$ cat src/rtl/ps2_host_tx_if.sv
// Command-byte handshake between a requester and the PS/2 host transmitter.
//   tx_data  : byte to send, sampled when tx_valid && tx_ready
//   tx_valid : request to send tx_data
//   tx_ready : transmitter idle and able to accept
//   tx_done  : one-cycle pulse when a transfer ends (success or failure)
//   tx_err   : one-cycle pulse alongside tx_done on NACK or timeout
interface ps2_host_tx_if;
    logic [7:0] tx_data;
    logic       tx_valid;
    logic       tx_ready;
    logic       tx_done;
    logic       tx_err;

    modport master (
        output tx_data,
        output tx_valid,
        input  tx_ready,
        input  tx_done,
        input  tx_err
    );

    modport slave (
        input  tx_data,
        input  tx_valid,
        output tx_ready,
        output tx_done,
        output tx_err
    );
endinterface

$ cat src/rtl/ps2_host_tx.sv
// Host-to-device PS/2 transmitter. Inhibits the bus, issues a request-to-send,
// shifts out start, 8 data bits LSB-first, odd parity and stop on the device's
// clock falls, then samples the device ACK and reports done/error.
//   VGA_clk    : system clock, all state on rising edge
//   rst_n      : asynchronous active-low reset
//   bus        : tx_data/tx_valid/tx_ready/tx_done/tx_err handshake (slave side)
//   KB_clk     : PS/2 clock pad input (asynchronous)
//   KB_data    : PS/2 data pad input (asynchronous)
//   KB_clk_oe  : 1 = pull KB_clk low
//   KB_data_oe : 1 = pull KB_data low
module ps2_host_tx #(
    parameter int unsigned INHIBIT_CYCLES = 2600,
    parameter int unsigned TIMEOUT_CYCLES = 503500
) (
    input  logic           VGA_clk,
    input  logic           rst_n,
    ps2_host_tx_if.slave   bus,
    input  logic           KB_clk,
    input  logic           KB_data,
    output logic           KB_clk_oe,
    output logic           KB_data_oe
);

    localparam int unsigned INH_W      = $clog2(INHIBIT_CYCLES + 1);
    localparam int unsigned TO_W       = $clog2(TIMEOUT_CYCLES + 1);
    localparam int unsigned CNT_W      = 4;
    localparam int unsigned FRAME_BITS = 10;

    typedef enum logic [2:0] {
        IDLE,
        INHIBIT,
        REQ,
        SHIFT,
        ACK,
        WAIT_IDLE
    } state_t;

    state_t                  state;
    logic [FRAME_BITS-1:0]   frame;
    logic [CNT_W-1:0]        bit_cnt;
    logic [INH_W-1:0]        inh_cnt;
    logic [TO_W-1:0]         to_cnt;
    logic                    nack;
    logic                    tx_ready_q;
    logic                    tx_done_q;
    logic                    tx_err_q;

    // Pad synchronizers; clk_s3 is the edge register. Reset high so that
    // leaving reset on an idle bus never produces a false fall.
    logic clk_s1, clk_s2, clk_s3;
    logic data_s1, data_s2;

    always_ff @(posedge VGA_clk or negedge rst_n) begin
        if (!rst_n) begin
            clk_s1  <= 1'b1;
            clk_s2  <= 1'b1;
            clk_s3  <= 1'b1;
            data_s1 <= 1'b1;
            data_s2 <= 1'b1;
        end else begin
            clk_s1  <= KB_clk;
            clk_s2  <= clk_s1;
            clk_s3  <= clk_s2;
            data_s1 <= KB_data;
            data_s2 <= data_s1;
        end
    end

    logic fall_c;
    logic to_hit_c;
    logic inh_last_c;

    assign fall_c     = clk_s3 & ~clk_s2;
    assign to_hit_c   = (to_cnt == TO_W'(TIMEOUT_CYCLES - 1));
    assign inh_last_c = (inh_cnt == INH_W'(INHIBIT_CYCLES - 1));

    // Transfer sequencer; every output is a register written here.
    always_ff @(posedge VGA_clk or negedge rst_n) begin
        if (!rst_n) begin
            state      <= IDLE;
            frame      <= '0;
            bit_cnt    <= '0;
            inh_cnt    <= '0;
            to_cnt     <= '0;
            nack       <= 1'b0;
            KB_clk_oe  <= 1'b0;
            KB_data_oe <= 1'b0;
            tx_ready_q <= 1'b1;
            tx_done_q  <= 1'b0;
            tx_err_q   <= 1'b0;
        end else begin
            tx_done_q <= 1'b0;
            tx_err_q  <= 1'b0;

            case (state)
                IDLE: begin
                    KB_clk_oe  <= 1'b0;
                    KB_data_oe <= 1'b0;
                    // tx_ready comes back one cycle after tx_done
                    tx_ready_q <= 1'b1;
                    if (bus.tx_valid && tx_ready_q) begin
                        frame      <= {1'b1, ~^bus.tx_data, bus.tx_data};
                        inh_cnt    <= '0;
                        tx_ready_q <= 1'b0;
                        KB_clk_oe  <= 1'b1;
                        state      <= INHIBIT;
                    end
                end

                INHIBIT: begin
                    if (inh_last_c) begin
                        KB_data_oe <= 1'b1;
                        state      <= REQ;
                    end else begin
                        inh_cnt <= inh_cnt + INH_W'(1);
                    end
                end

                REQ: begin
                    // release clock with data held low: request-to-send
                    KB_clk_oe <= 1'b0;
                    bit_cnt   <= '0;
                    to_cnt    <= '0;
                    state     <= SHIFT;
                end

                SHIFT: begin
                    if (fall_c) begin
                        to_cnt     <= '0;
                        KB_data_oe <= ~frame[bit_cnt];
                        bit_cnt    <= bit_cnt + CNT_W'(1);
                        if (bit_cnt == CNT_W'(FRAME_BITS - 1)) begin
                            state <= ACK;
                        end
                    end else if (to_hit_c) begin
                        KB_clk_oe  <= 1'b0;
                        KB_data_oe <= 1'b0;
                        tx_done_q  <= 1'b1;
                        tx_err_q   <= 1'b1;
                        state      <= IDLE;
                    end else begin
                        to_cnt <= to_cnt + TO_W'(1);
                    end
                end

                ACK: begin
                    KB_data_oe <= 1'b0;
                    if (fall_c) begin
                        to_cnt <= '0;
                        nack   <= data_s2;
                        state  <= WAIT_IDLE;
                    end else if (to_hit_c) begin
                        KB_clk_oe <= 1'b0;
                        tx_done_q <= 1'b1;
                        tx_err_q  <= 1'b1;
                        state     <= IDLE;
                    end else begin
                        to_cnt <= to_cnt + TO_W'(1);
                    end
                end

                WAIT_IDLE: begin
                    if (clk_s2 && data_s2) begin
                        tx_done_q <= 1'b1;
                        tx_err_q  <= nack;
                        state     <= IDLE;
                    end else if (fall_c) begin
                        to_cnt <= '0;
                    end else if (to_hit_c) begin
                        KB_clk_oe  <= 1'b0;
                        KB_data_oe <= 1'b0;
                        tx_done_q  <= 1'b1;
                        tx_err_q   <= 1'b1;
                        state      <= IDLE;
                    end else begin
                        to_cnt <= to_cnt + TO_W'(1);
                    end
                end

                default: begin
                    KB_clk_oe  <= 1'b0;
                    KB_data_oe <= 1'b0;
                    state      <= IDLE;
                end
            endcase
        end
    end

    assign bus.tx_ready = tx_ready_q;
    assign bus.tx_done  = tx_done_q;
    assign bus.tx_err   = tx_err_q;

endmodule

$ cat src/flat_wrapper.sv
// flat-port wrapper written by rule: the top's interface ports become plain ports
module ps2_host_tx_flat 
#(
    parameter int unsigned INHIBIT_CYCLES = 2600,
    parameter int unsigned TIMEOUT_CYCLES = 503500
)
  (VGA_clk, rst_n, KB_clk, KB_data, KB_clk_oe, KB_data_oe, bus_tx_data, bus_tx_valid, bus_tx_ready, bus_tx_done, bus_tx_err);
  ps2_host_tx_if bus_i ();
  input  logic VGA_clk;
  input  logic rst_n;
  input  logic KB_clk;
  input  logic KB_data;
  output logic KB_clk_oe;
  output logic KB_data_oe;
  input wire logic [$bits(bus_i.tx_data)-1:0] bus_tx_data;
  input wire logic [$bits(bus_i.tx_valid)-1:0] bus_tx_valid;
  output wire logic [$bits(bus_i.tx_ready)-1:0] bus_tx_ready;
  output wire logic [$bits(bus_i.tx_done)-1:0] bus_tx_done;
  output wire logic [$bits(bus_i.tx_err)-1:0] bus_tx_err;
  assign bus_i.tx_data = bus_tx_data;
  assign bus_i.tx_valid = bus_tx_valid;
  assign bus_tx_ready = bus_i.tx_ready;
  assign bus_tx_done = bus_i.tx_done;
  assign bus_tx_err = bus_i.tx_err;
  ps2_host_tx #(.INHIBIT_CYCLES(INHIBIT_CYCLES), .TIMEOUT_CYCLES(TIMEOUT_CYCLES)) u_core (.VGA_clk(VGA_clk), .rst_n(rst_n), .bus(bus_i), .KB_clk(KB_clk), .KB_data(KB_data), .KB_clk_oe(KB_clk_oe), .KB_data_oe(KB_data_oe));
endmodule
$ cat config.mk
export PLATFORM = sky130hd
export DESIGN_NAME = ps2_host_tx_flat
export DESIGN_NICKNAME = d
export VERILOG_FILES = /design/src/rtl/ps2_host_tx_if.sv /design/src/rtl/ps2_host_tx.sv /design/src/flat_wrapper.sv
export SDC_FILE = /design/constraint.sdc
export NUM_CORES = 1
export LEC_CHECK = 0
export ABC_AREA = 1
export BUFFER_PORTS_ARGS = -buffer_cell sky130_fd_sc_hd__buf_2
export CORE_AREA = 2 2 109 90
export CTS_CLUSTER_SIZE = 14
export DETAILED_ROUTE_END_ITERATION = 7
export DIE_AREA = 0 0 111 92
export PLACE_DENSITY = 0.6
export RECOVER_POWER = 25
export SLEW_MARGIN = 20
export SYNTH_ARGS = -nofsm -noshare
export SYNTH_HDL_FRONTEND = slang
export SYNTH_SLANG_ARGS = --single-unit
export TNS_END_PERCENT = 100
$ cat constraint.sdc
create_clock -name VGA_clk -period 1.65 [get_ports VGA_clk]
set_input_delay 0.495 -clock VGA_clk [delete_from_list [all_inputs] [get_ports VGA_clk]]
set_output_delay 0.495 -clock VGA_clk [all_outputs]
set_load 0.01 [all_outputs]
==> impl_metrics.py <==
metrics = {
    "status": {
        "status": "finished, final reports clean",
    },
    "global_routing": {
        "grt.total_usage_pct": 18.09,
        "grt_first_pass_wirelength_microns": 15010,
        "grt_max_degree": 31,
        "grt_pass1_vias": 3218,
        "grt_overflow_total": 0,
        "antenna_found_initial": 0,
    },
    "clock_network": {
        "cts_tree": "yes",
        "ctsHtreeMaxLevel": 3,
        "cts_buffer_depth": 2,
        "clock-sinks": 59,
        "ctsHoldBuffers": 0,
        "insertion_delay_ns": 0.33,
        "clkSlewWorstSetupHoldPaths_ns": 0.06,
        "cts_root_buf": "clkbuf_16",
        "cts_buffers": 9,
    },
    "synthesis": {
        "ys.flop_type": "dfrtp_1",
        "yosysMostFrequentCell": "nand2_1",
        "synthTopCellsByArea": "dfrtp_1, nand2_1, nand3_1, nor2_1, inv_1",
        "synth.avg_cell_area_sq_um": 6.997,
        "yosysSeqAreaShare_pct": 41.58,
        "syn-num-nets": 527,
        "ys_types": 33,
        "synthDominantCellAreaShare_pct": 37.17,
        "yosys_warnings": 0,
        "synth_seq_cells": 59,
        "async_flop_share_pct": 100.0,
        "synth_area_leader_cell": "dfrtp_1",
        "netlist_top_cells_count": "nand2_1, nor2_1, dfrtp_1",
        "postSynthCellCount": 510,
        "syn-cell-area_sq_um": 3568,
        "synth_edf_count": 0,
    },
    "critical_path": {
        "arrival_ns": 1.77,
        "crit_end": "u_core.to_cnt[15]",
        "r2r_cells": 9,
        "max_stage_delay_ns": 0.35,
        "cp_max_fo": 13,
        "crit_type": "reg2reg",
        "path_cells": "ha_1 -> nand2_2 -> nor3_2 -> nand3_1 -> nor2_2 -> nor2_4 -> buf_6 -> nand2_1 -> o21ai_0",
        "slowest_stage": "dfrtp_1",
        "cp-end-kind": "register",
        "r2r-end": "u_core.to_cnt[15]",
        "r2r_slack_ns": 0.08,
        "r2r-start": "u_core.to_cnt[1]",
        "crit_start": "u_core.to_cnt[1]",
        "cp-start-kind": "register",
        "required_ns": 1.85,
    },
    "finish": {
        "n_antenna_cell": 0,
        "drive_gt1_share_pct": 19.23,
        "finalNetCount": 584,
        "final_cells": 691,
        "post-route-util_pct": 47.77,
        "synthToLayoutAreaGrowth_pct": 23.81,
    },
    "floorplanning": {
        "start_util_pct": 38.58,
        "core_sq_um": 9249,
        "die_area_sq_um": 10210,
        "die_w_microns": 111,
        "row_count": 32,
        "die_height_microns": 92,
        "io_pins": 18,
    },
    "hold_path": {
        "hold_path.class": "in2async",
    },
    "drt": {
        "firstDrtPassIters": 5,
        "num_vias": 3397,
        "vias_per_cell": 4.916,
        "wirelength_microns": 8795,
        "drc": 0,
        "antenna_left": 0,
        "wl_per_cell_microns": 12.73,
        "drt_iter0_drc": 164,
    },
    "sta": {
        "slew_headroom_pct": 47.61,
        "fmax_ghz": 0.6387,
        "setup_viol_count_final": 0,
        "worstMarginPinSlew_ns": 0.7859,
        "skew_ns": 0.008422,
        "fin_crit_sh_pct": 94.89,
        "holdWs_ns": 0.2245,
        "rsz0062_at_grt": "true",
        "maxSlewViolCount": 0,
        "period_needed_ns": 1.566,
        "hold_viol": 0,
        "fin_ws_ns": 0.08425,
    },
    "placed_design": {
        "dp_hpwl_microns": 6576,
        "preCtsSetupSlack_ns": 0.03067,
        "io_buffers": 17,
        "dp_cells": 672,
        "gp_congestion": 0.8973,
    },
    "pwr": {
        "p_clk_share_pct": 31.2,
        "power.total_uw": 6024,
        "leakage_uw": 0.002085,
        "p_switching_uw": 2252,
        "peakVddDrop_mv": 0.6029,
        "combPwrFrac_pct": 34.8,
        "internal-power_uw": 3773,
        "power_switching_share_pct": 37.38,
        "powerDensity_nw_per_um2": 1364,
        "power_frac_seq_pct": 34.0,
    },
    "flow_run": {
        "maxCapViolCount": 0,
    },
}
## through the flow
| stage | area (sq um) | TNS [ns] |
|---|---|---|
| CTS | 4340 | 0 |
| global route | 4418 | -0.2555 |
| floorplan | 3568 | 0 |
| global placement | 4038 | 0 |
| finish | 4418 | 0 |
| detailed placement | 4038 | 0 |
## flip-flops by register name (all words and copies together), names as in the netlist
register and flops:
u_core.KB_clk_oe 1, u_core.clk_s3 1, u_core.data_s1 1, u_core.frame 10
u_core.clk_s2 1, u_core.nack 1, u_core.state 3, u_core.clk_s1 1
u_core.KB_data_oe 1, u_core.to_cnt 19, u_core.inh_cnt 12, u_core.bit_cnt 4
u_core.data_s2 1, u_core.bus.tx_err 1, u_core.bus.tx_ready 1, u_core.bus.tx_done 1
## critical path: cells and delay by family, from the launching register on
kind	cells	cell delay [ns]
AND/OR/NAND/NOR	6	0.68
flip-flops	1	0.35
adder cells (fa/ha/maj)	1	0.18
buffers and inverters	1	0.14
AO/OA/AOI/OAI	1	0.08
## worst min path at each step
stage	to	slack, ns	cells past startpoint
global route	u_core.clk_s1	0.26	1
global placement	u_core.clk_s2	0.35	0
detailed placement	u_core.clk_s2	0.35	0
finish	u_core.to_cnt[17]	0.22	1
CTS	u_core.to_cnt[17]	0.08	1
floorplan	u_core.KB_clk_oe	0.20	0
## cells in the final DEF (no fill, tap or decap), types with 5 or more instances in the layout
| cell | synthesis | routed |
|---|---|---|
| dfstp_2 | 6 | 6 |
| buf_2 | 2 | 16 |
| a21oi_1 | 10 | 10 |
| nor2_1 | 57 | 51 |
| xor2_1 | 10 | 10 |
| nand4_1 | 15 | 15 |
| clkbuf_16 | 0 | 9 |
| buf_4 | 2 | 36 |
| nand3_1 | 45 | 44 |
| dfrtp_1 | 53 | 52 |
| o22ai_1 | 5 | 5 |
| nor3_1 | 13 | 11 |
| o21ai_0 | 30 | 28 |
| inv_2 | 5 | 6 |
| nand2_1 | 166 | 164 |
| xnor2_1 | 5 | 5 |
| nor2_2 | 3 | 6 |
| nand2_2 | 4 | 5 |
| inv_1 | 51 | 50 |
## power by group through the flow
stage | clock network (uW) | logic [uW] | registers, uW
2_1_floorplan | 0 | 1340 | 2020
3_3_place_gp | 0 | 1970 | 2060
3_5_place_dp | 0 | 1990 | 2060
4_1_cts | 1930 | 2000 | 2050
5_1_grt | 1970 | 2400 | 2100
6_report | 1880 | 2090 | 2050
## final cells by class
cell class / instances / area [sq um]
clock buffers: 9 / 225.2
clock inverters: 7 / 77.57
inverters: 57 / 216.5
multi-input cells: 383 / 1859
repair buffers: 57 / 405.4
well taps: 119 / 148.9
flip-flops and latches: 59 / 1485
fillers: 940 / 4831
## per-layer routing
metal / track usage [%] / share of wire, % / up-vias
li1: - / - / 1748
met1: 25.67 / 50 / 1554
met2: 27.81 / 44 / 87
met3: 4.230 / 4.7 / 8
met4: 5.000 / 1.1 / 0
met5: 0 / 0 / -
## cells by family (layout without fill, tap and decap cells)
family | after synthesis | after routing | synth area share (%)
simple gates | 314 | 314 | 37.90
buf+inv | 68 | 130 | 7.924
flops | 59 | 59 | 41.58
compound gates | 50 | 50 | 7.504
xor+xnor | 15 | 15 | 3.681
fa+ha+maj | 4 | 4 | 1.403
## repair_timing
action / CTS / global route
setup endpoints to repair: 0 / 36
buffers inserted: 0 / 3
resized for setup: 0 / 24
Power figures use the tool's default switching activity.
